$ cat config.mk
export PLATFORM = sky130hd
export DESIGN_NAME = ex_mem_stage
export DESIGN_NICKNAME = d
export VERILOG_FILES = /design/src/rtl/ex_mem_stage.sv
export SDC_FILE = /design/constraint.sdc
export NUM_CORES = 1
export LEC_CHECK = 0
export ABC_AREA = 1
export CORE_MARGIN = 2
export CORE_UTILIZATION = 35
export CTS_CLUSTER_SIZE = 30
export DETAILED_ROUTE_END_ITERATION = 7
export GPL_ROUTABILITY_DRIVEN = 0
export HOLD_SLACK_MARGIN = 0.1
export PLACE_DENSITY = 0.59
export SKIP_CTS_REPAIR_TIMING = 1
export SYNTH_ARGS = -nofsm -noshare
export SYNTH_HDL_FRONTEND = slang
export SYNTH_SLANG_ARGS = --single-unit
$ cat constraint.sdc
create_clock -name clk -period 1.82 [get_ports clk]
set_input_delay 0.273 -clock clk [delete_from_list [all_inputs] [get_ports clk]]
set_output_delay 0.273 -clock clk [all_outputs]
set_load 0.05 [all_outputs]
$ cat src/rtl/ex_mem_stage.sv
// EX->MEM pipeline boundary: two-entry skid buffer carrying the ALU result, store data,
// branch target, rd, MEM/WB control and the resolved branch-taken bit. Optional macro: EXMEM_STALL_CNT_EN.
module ex_mem_stage #(
   parameter int XLEN       = 64,
   parameter int REG_ADDR_W = 5
`ifdef EXMEM_STALL_CNT_EN
   , parameter int CNT_W    = 32
`endif
) (
   input  logic                  clk,
   input  logic                  reset,
   input  logic                  in_valid,
   output logic                  in_ready,
   input  logic [XLEN-1:0]       alu_result,
   input  logic                  alu_zero,
   input  logic [XLEN-1:0]       rs2_data,
   input  logic [XLEN-1:0]       branch_target,
   input  logic [REG_ADDR_W-1:0] rd,
   input  logic [4:0]            ctrl_in,
   input  logic                  flush,
   output logic                  out_valid,
   input  logic                  out_ready,
   output logic [XLEN-1:0]       out_alu_result,
   output logic [XLEN-1:0]       out_rs2_data,
   output logic [XLEN-1:0]       out_branch_target,
   output logic [REG_ADDR_W-1:0] out_rd,
   output logic [3:0]            out_ctrl,
   output logic                  pc_src
`ifdef EXMEM_STALL_CNT_EN
   , output logic [CNT_W-1:0]    stall_cycles
`endif
);

   typedef enum logic [1:0] {EMPTY, ONE, FULL} state_t;

   typedef struct packed {
      logic [XLEN-1:0]       alu;
      logic [XLEN-1:0]       rs2;
      logic [XLEN-1:0]       tgt;
      logic [REG_ADDR_W-1:0] rd;
      logic [3:0]            ctrl;
      logic                  taken;
   } entry_t;

   state_t state_q, state_d;
   entry_t main_q, main_d, skid_q, skid_d;
   entry_t in_entry;
   logic   cap, pop;

   always_comb begin
      in_entry.alu   = alu_result;
      in_entry.rs2   = rs2_data;
      in_entry.tgt   = branch_target;
      in_entry.rd    = rd;
      in_entry.ctrl  = ctrl_in[3:0];
      in_entry.taken = ctrl_in[4] & alu_zero;
   end

   // in_ready depends on registered state only, never on out_ready
   assign in_ready  = !reset && (state_q != FULL);
   assign out_valid = (state_q != EMPTY);
   assign cap       = in_valid & in_ready & !flush;
   assign pop       = out_valid & out_ready;

   always_comb begin
      state_d = state_q;
      main_d  = main_q;
      skid_d  = skid_q;
      if (flush) begin
         state_d = EMPTY;
      end else begin
         unique case (state_q)
            EMPTY: if (cap) begin
               main_d  = in_entry;
               state_d = ONE;
            end
            ONE: begin
               if (cap && pop) begin
                  main_d = in_entry;
               end else if (cap) begin
                  skid_d  = in_entry;
                  state_d = FULL;
               end else if (pop) begin
                  state_d = EMPTY;
               end
            end
            FULL: if (pop) begin
               main_d  = skid_q;
               state_d = ONE;
            end
            default: state_d = EMPTY;
         endcase
      end
   end

   always_ff @(posedge clk) begin
      if (reset) begin
         state_q <= EMPTY;
         main_q  <= '0;
         skid_q  <= '0;
      end else begin
         state_q <= state_d;
         main_q  <= main_d;
         skid_q  <= skid_d;
      end
   end

   assign out_alu_result    = main_q.alu;
   assign out_rs2_data      = main_q.rs2;
   assign out_branch_target = main_q.tgt;
   assign out_rd            = main_q.rd;
   assign out_ctrl          = main_q.ctrl;
   assign pc_src            = out_valid & main_q.taken;

`ifdef EXMEM_STALL_CNT_EN
   logic [CNT_W-1:0] stall_q, stall_d;

   // Saturating count of cycles MEM holds off a valid bundle; flush leaves it intact
   always_comb begin
      stall_d = stall_q;
      if (out_valid && !out_ready && (stall_q != '1))
         stall_d = stall_q + 1'b1;
   end

   always_ff @(posedge clk) begin
      if (reset) stall_q <= '0;
      else       stall_q <= stall_d;
   end

   assign stall_cycles = stall_q;
`endif

endmodule
==> flow_summary.toml, run 1 <==
[logic_synthesis]
synth_area_um2 = 20200
netlist.top_cell.by_area = "dfxtp_1"
ys_warn_count = 0
yosysSeqAreaShare_pct = 40.2
syn_avg_cell_area_um2 = 6.61
synth_cells = 3057
syn_nets = 3265
yosysTopAreaCellShare_pct = 40.2
yosys-top-cells-area = "dfxtp_1 (40%), nand2_1 (14%), nor2_1 (10%)"
synth.distinct_cells = 23
synth_seq_cells = 406

[clock_network]
cts_buffers = 48
cts_root_buf = "clkbuf_16"
clkTransAtPathRegs_ps = 60
cts_htree_levels = 2
clock_latency_ps = 580
clkSinkCount = 406
cts_tree = "done"
clock_path_buffers = 3

[setup_path]
critPathCaptureType = "output port"
critical_path_class = "register to output port"
reg2reg_setup_slack_ps = 170
crit_path_start_kind = "register"
crit_fanout = 32
cp.required_ps = 1550
worst-endpoint-arrival_ps = 1720

[placement]
dp_hpwl_um = 40000
portBuffers = 411

[timing]
fin_hold_ws_ps = 338
relSlewSlack_pct = 60.1
skew_ps = 9.13
drv_slew = 0
tightest_slew_ps = 599
setup_slack_ps = -170
final.period_utilization_pct = 109
fin_tns_setup_ps = -170
rsz0062_at_grt = "yes"
hold_violations = 0
finalWorstPathRequiredPeriod_ps = 1990
setup_violations = 1
fmax_ghz = 0.503

[die]
rows = 88
coreArea_um2 = 57400
die_y_um = 244
fp.dieArea_um2 = 59700
start_util_pct = 35.2
die_x_um = 244
io_pins = 412

[global_routing]
grt_first_pass_wirelength_um = 90800
overflow = 0
track_usage_pct = 18.8
grt_antenna_before_repair = 10
grt_pass1_vias = 16331
grt_max_degree = 128

[detailed_routing]
drc_errors = 0
wl_met1_um = 26500
drt-pass1-iter-count = 5
met3WireLength_um = 2870
vias_per_cell = 4.47
route.met2.wl_um = 27400
routed-via-count = 18053
drt-total-wl_um = 58200
drt_iter0_drc = 884
wl_per_cell_um = 14.4
ant_nets = 0
dr.max_layer_used = "met5"

[power_and_ir_drop]
p_leak_nw = 13.8
ir_drop_mv = 0.646
power_density_nw_per_um2 = 865

[layout]
layout_commonest_cell = "nand2_1"
seqCellArea_um2 = 8130
multi_input_area_um2 = 8360
synthToLayoutAreaGrowth_pct = 28.6
fillers = 5943
final_cell_mix = "nand2_1 (754), nor2_1 (546), dfxtp_1 (405)"
drive_gt1_share_pct = 8.71
nNetsFinal = 3436

[outcome]
violations = "setup timing"
status = "finished, violations left"

[hold_path]
hp-class = "input port to register"

[run]
cap_violations = 0
==> synth_stat cells <==
library cell	n
a21oi_1	235
a21oi_2	1
buf_1	9
buf_2	72
buf_4	256
buf_6	23
buf_8	1
clkbuf_1	57
clkbuf_4	4
dfxtp_1	406
inv_1	239
inv_2	7
nand2_1	754
nand2_2	2
nand2_4	1
nand3_1	202
nand3_2	2
nand3b_1	1
nor2_1	547
nor2_2	1
nor2_4	1
o21ai_0	113
o21ai_1	123
==> power by group <==
part / leakage (nW) / internal [mW] / switching, mW
combinational: 9.76 / 1.36 / 1.98
sequential: 3.29 / 9.15 / 0.149
clock: 0.787 / 5.99 / 3.87
==> kinds of logic (layout without fill, tap and decap cells) <==
group,count (synthesis),in the layout,synth area share [%]
AOI/OAI and AO/OA,472,472,11.7
buffers and inverters,668,873,18.6
DFF,406,406,40.2
other,0,9,0
and+or+nand+nor,1511,1511,29.5
==> through the flow <==
step	util, %	setup WS, ps	power (mW)	cell area, um2	cells
2_1_floorplan	-	149	11.8	20200	3057
3_3_place_gp	41.8	-278	12.9	24000	3943
3_5_place_dp	41.8	-297	12.9	24000	3943
4_1_cts	44.6	-299	22.8	25600	4027
5_1_grt	45.3	-273	23.5	26000	4036
6_report	45.3	-170	22.5	26000	4036
==> cell type report <==
class                      count  share of cell area (%)
timing repair buffer         543                    23.0
multi-input combinational   1983                    32.2
tap                          765                    3.68
antenna                        9                  0.0867
clock inverter                16                   0.823
inverter                     246                    3.62
clock buffer                  68                    5.34
sequential                   406                    31.3
==> worst paths after layout <==
| check | from | to | cells after the start |
|---|---|---|---|
| worst max-delay path | state_q[0]$_SDFFE_PP0P_ | in_ready | 6 |
| worst min-delay path | alu_result[55] | skid_q[193]$_SDFFE_PP0P_ | 3 |
| worst max register to register | state_q[1]$_SDFFE_PP0P_ | out_rs2_data[34]$_SDFFE_PP0P_ | 9 |
| worst min register to register | skid_q[166]$_SDFFE_PP0P_ | skid_q[166]$_SDFFE_PP0P_ | 2 |
==> critical path, cell delays in order, from the launching register on <==
cell and delay, ps:
dfxtp_1 330, inv_2 120, nand2_8 110, inv_6 110, buf_12 200, nor2_2 50
buf_4 180
==> registers in the layout, summed over array words and instances (netlist names) <==
signal,cells
skid_q,202
out_alu_result,64
out_branch_target,64
out_rs2_data,64
out_rd,5
out_ctrl,4
state_q,2
main_q,1
==> per-layer routing <==
| metal | track usage, % | vias up |
|---|---|---|
| li1 | - | 9639 |
| met4 | 6.51 | 2 |
| met2 | 30.8 | 359 |
| met1 | 24.5 | 7962 |
| met3 | 3.69 | 91 |
| met5 | 0 | - |
Note: power is estimated with default switching activity, not from simulation.
==> run 2: changes to the inputs <==
- CORE_MARGIN: 2 -> default
==> run 2 against run 1 <==
Net effect: highest routed layer unchanged; power fell by 3.7%; the flow now finishes without violations; register-to-register slack barely moved; sequential share of layout area increased by 0.16 points; clock power down 8.6%; first-iteration DRC count up 15%.
==> flow_summary.toml, run 2 (same netlist as run 1, synthesis figures left out) <==
[detailed_routing]
drc_errors = 0
wl_per_cell_um = 14.4
drt-total-wl_um = 57700
routed-via-count = 18095
vias_per_cell = 4.50
drt_iter0_drc = 1018
ant_nets = 0
drt-pass1-iter-count = 5

[layout]
drive_gt1_share_pct = 8.35
synthToLayoutAreaGrowth_pct = 27.9
final_cell_mix = "nand2_1 (754), nor2_1 (545), dfxtp_1 (404)"
nNetsFinal = 3436
top_register = "skid_q"
largest_reg_flops = 202
layout_commonest_cell = "nand2_1"
fin_util_pct = 45.6

[setup_path]
slowest_delay_ps = 360
critical_path_class = "register to output port"
path_cells = "inv_4 > nand2_8 > clkinv_8 > buf_12 > nor2_4 > buf_12"
reg2regPathDepth = 10
worst_path_most_repeated_cell = "buf_12"
cp.required_ps = 1550
crit_fanout = 5
critPathCaptureType = "output port"
crit_path_top_delay_cell = "dfxtp_2"
crit_path_start_kind = "register"
worst-endpoint-arrival_ps = 1540

[global_routing]
grt_antenna_before_repair = 6
track_usage_pct = 18.9
overflow = 0
grt_first_pass_wirelength_um = 91000
grt_max_degree = 82
grt_pass1_vias = 16136

[die]
die_y_um = 242
io_pins = 412
start_util_pct = 35.6
die_x_um = 242
fp.dieArea_um2 = 58700
coreArea_um2 = 56700
rows = 87

[power_and_ir_drop]
p_leak_nw = 13.9
ir_drop_mv = 0.547
power_density_nw_per_um2 = 838

[timing]
skew_ps = 18.9
finalWorstPathRequiredPeriod_ps = 1810
tightest_slew_ps = 559
rsz0062_at_grt = "yes"
hold_violations = 0
fin_tns_setup_ps = 0
final.period_utilization_pct = 99.4
relSlewSlack_pct = 62.6
setup_violations = 0
fmax_ghz = 0.553
drv_slew = 0

[outcome]
status = "finished clean"

[clock_network]
cts_root_buf = "clkbuf_16"
cts_buffers = 47
clkTransAtPathRegs_ps = 60
cts_htree_levels = 2
clock_path_buffers = 3
clkSinkCount = 406
cts_tree = "done"
clock_latency_ps = 560

[placement]
portBuffers = 411
dp_hpwl_um = 38800

[hold_path]
hp-class = "input port to register"
hold_path_depth = 3

[run]
cap_violations = 0
==> run 2: changes by cell type in the layout (fill, tap and decap cells not counted), sizes merged <==
cell,change
clkbuf,+7
diode,-6
buf,-5
bufinv,-5
dlymetal6s2s,+5
clkinv,-3
clkinvlp,-2
==> run 2: final timing paths <==
path,slack [ps],from,to
setup / recovery,10,state_q[0]$_SDFFE_PP0P_,in_ready
hold / removal,350,rs2_data[42],skid_q[116]$_SDFFE_PP0P_
setup reg to reg,170,state_q[1]$_SDFFE_PP0P_,skid_q[52]$_SDFFE_PP0P_
hold reg to reg,440,skid_q[172]$_SDFFE_PP0P_,skid_q[172]$_SDFFE_PP0P_
==> run 2: per-stage QoR <==
stage	power, mW	cells	setup WS [ps]	instance area [um2]	hold slack [ps]
floorplan	11.8	3057	149	20200	419
global placement	12.9	3925	-387	23900	433
detailed placement	12.9	3925	-410	23900	438
CTS	22.0	4005	-305	25400	300
global route	22.6	4018	-65.1	25900	341
finish	21.7	4018	10.7	25900	345
==> run 2: final cells by class <==
cell class	instances	area [um2]
fillers	5874	30900
inverters	246	951
multi-input cells	1983	8370
well taps	756	946
flip-flops and latches	406	8130
diodes	3	7.51
clock inverters	6	33.8
repair buffers	544	6010
clock buffers	74	1410
==> run 2: report_power, final <==
part	switching (mW)	internal, mW
combinational	1.99	1.39
clock	3.73	5.27
sequential	0.148	9.15
total	5.86	15.8
==> run 2: worst max-delay path: cells and delay by family, from the launching register on <==
kind | cells | cell delay (ps)
buffers and inverters | 4 | 390
DFF | 1 | 360
and+or+nand+nor | 2 | 220
==> run 2: routing by layer <==
metal	GRT usage (%)	share of wire (%)	vias to the layer above
li1	-	-	9632
met1	25.2	46	8044
met2	31.2	47	337
met3	3.53	4.9	76
met4	4.93	2.0	6
met5	0	0.062	-
==> run 3: changes to the inputs <==
- SKIP_CTS_REPAIR_TIMING: 1 -> default
==> run 3 against run 2 <==
Net effect: cell area is 2.2% lower; clock-buffer cell count stayed put; clock power about the same; sequential share of layout area grew 0.70 points; first-iteration DRC count down 2.6%; non-clock buffer count shrank 4; register-to-register slack worse by 30 ps; core utilization decreased by 1.0 points; fmax increased by 3.0%; die area unchanged; flip-flop and latch count is the same; critical path depth unchanged; critical endpoint unchanged.
==> flow_summary.toml, run 3 (same netlist as run 1, synthesis figures left out) <==
[detailed_routing]
routed-via-count = 18105
drt_iter0_drc = 992
ant_nets = 0
drt-pass1-iter-count = 5
drc_errors = 0
drt-total-wl_um = 57500
wl_per_cell_um = 14.3
vias_per_cell = 4.51

[layout]
fin_util_pct = 44.6
largest_reg_flops = 202
drive_gt1_share_pct = 8.26
final_area_um2 = 25300
final_cell_mix = "nand2_1 (754), nor2_1 (544), dfxtp_1 (404)"
top_register = "skid_q"
layout_commonest_cell = "nand2_1"
nNetsFinal = 3432
fillers = 5984
synthToLayoutAreaGrowth_pct = 25.1

[hold_path]
hp-start = "alu_result[3]"
hp-class = "input port to register"

[placement]
dpl_cell_area_um2 = 23900
portBuffers = 411
dp_hpwl_um = 38800

[clock_network]
cts_buffers = 47
clkSinkCount = 406
cts_root_buf = "clkbuf_16"
clkTransAtPathRegs_ps = 60
cts_hold_buffers = 0
cts_htree_levels = 2
cts_tree = "done"
clock_path_buffers = 3
clock_latency_ps = 560

[timing]
fin_hold_ws_ps = 346
final.period_utilization_pct = 96.5
finalWorstPathRequiredPeriod_ps = 1760
skew_ps = 18.0
relSlewSlack_pct = 64.7
hold_violations = 0
rsz0062_at_grt = "no"
tightest_slew_ps = 532
fmax_ghz = 0.569
drv_slew = 0
setup_violations = 0

[global_routing]
grt_antenna_before_repair = 5
track_usage_pct = 19.1
overflow = 0
grt_pass1_vias = 16244
grt_first_pass_wirelength_um = 91700
grt_max_degree = 82

[power_and_ir_drop]
p_total_mw = 21.6
power_density_nw_per_um2 = 852
p_leak_nw = 11.9
ir_drop_mv = 0.546

[die]
die_x_um = 242
rows = 87
fp.dieArea_um2 = 58700
die_y_um = 242
io_pins = 412
start_util_pct = 35.6
coreArea_um2 = 56700

[outcome]
status = "finished clean"

[setup_path]
crit_fanout = 2
critical_path_class = "register to output port"
critPathCaptureType = "output port"
crit_path_start_kind = "register"
startpoint = "state_q[0]$_SDFFE_PP0P_"
r2r-start = "state_q[0]$_SDFFE_PP0P_"
worst-endpoint-arrival_ps = 1480
cp.required_ps = 1550

[run]
cap_violations = 0
[run 3: cell type report]
class	instances	area [um2]	share of cell area [%]
antenna	2	5.00	0.0198
clock buffer	74	1410	5.58
clock inverter	6	33.8	0.134
inverter	246	951	3.76
multi-input combinational	1983	8370	33.1
sequential	406	8130	32.1
tap	756	946	3.74
timing repair buffer	540	5450	21.5
[run 3: layer usage]
layer	part of all wire, %	wire (um)	track usage [%]
met1	45	26100	25.3
met2	48	27500	31.6
met3	4.9	2810	3.57
met4	1.8	1020	4.82
met5	0.063	36	0
[run 3: what timing repair did]
action,in CTS,in global routing
setup endpoints to repair,150,65
cloned,1,0
gates resized for setup,156,6
buffers inserted,5,0
pin swaps,2,1
[run 3: critical path, cell delays in order, from the launching register on]
cell	delay [ps]
dfxtp_2	350
inv_4	50
nand2_8	90
inv_12	30
buf_12	110
nor2_4	130
buf_12	150
[run 3: per-stage QoR]
step                      worst slack (ps)  std cells  TNS [ps]
after detailed placement              -410       3925   -125240
after global routing                  2.29       4013         0
after floorplan                        149       3057         0
after CTS                             3.72       4011         0
final                                 63.8       4013         0
after global placement                -387       3925   -123500
[run 3: worst paths after layout]
kind              depth (start not counted)                            to  slack [ps]
setup / recovery                          6                      in_ready          60
hold / removal                            3      skid_q[141]$_SDFFE_PP0P_         350
setup reg to reg                         11  out_rs2_data[4]$_SDFFE_PP0P_         140
hold reg to reg                           2      skid_q[172]$_SDFFE_PP0P_         440
[run 3: report_power, final]
group | switching (mW) | internal (mW) | leakage [nW]
registers | 0.147 | 9.15 | 3.29
logic | 1.98 | 1.29 | 7.90
clock network | 3.72 | 5.27 | 0.712
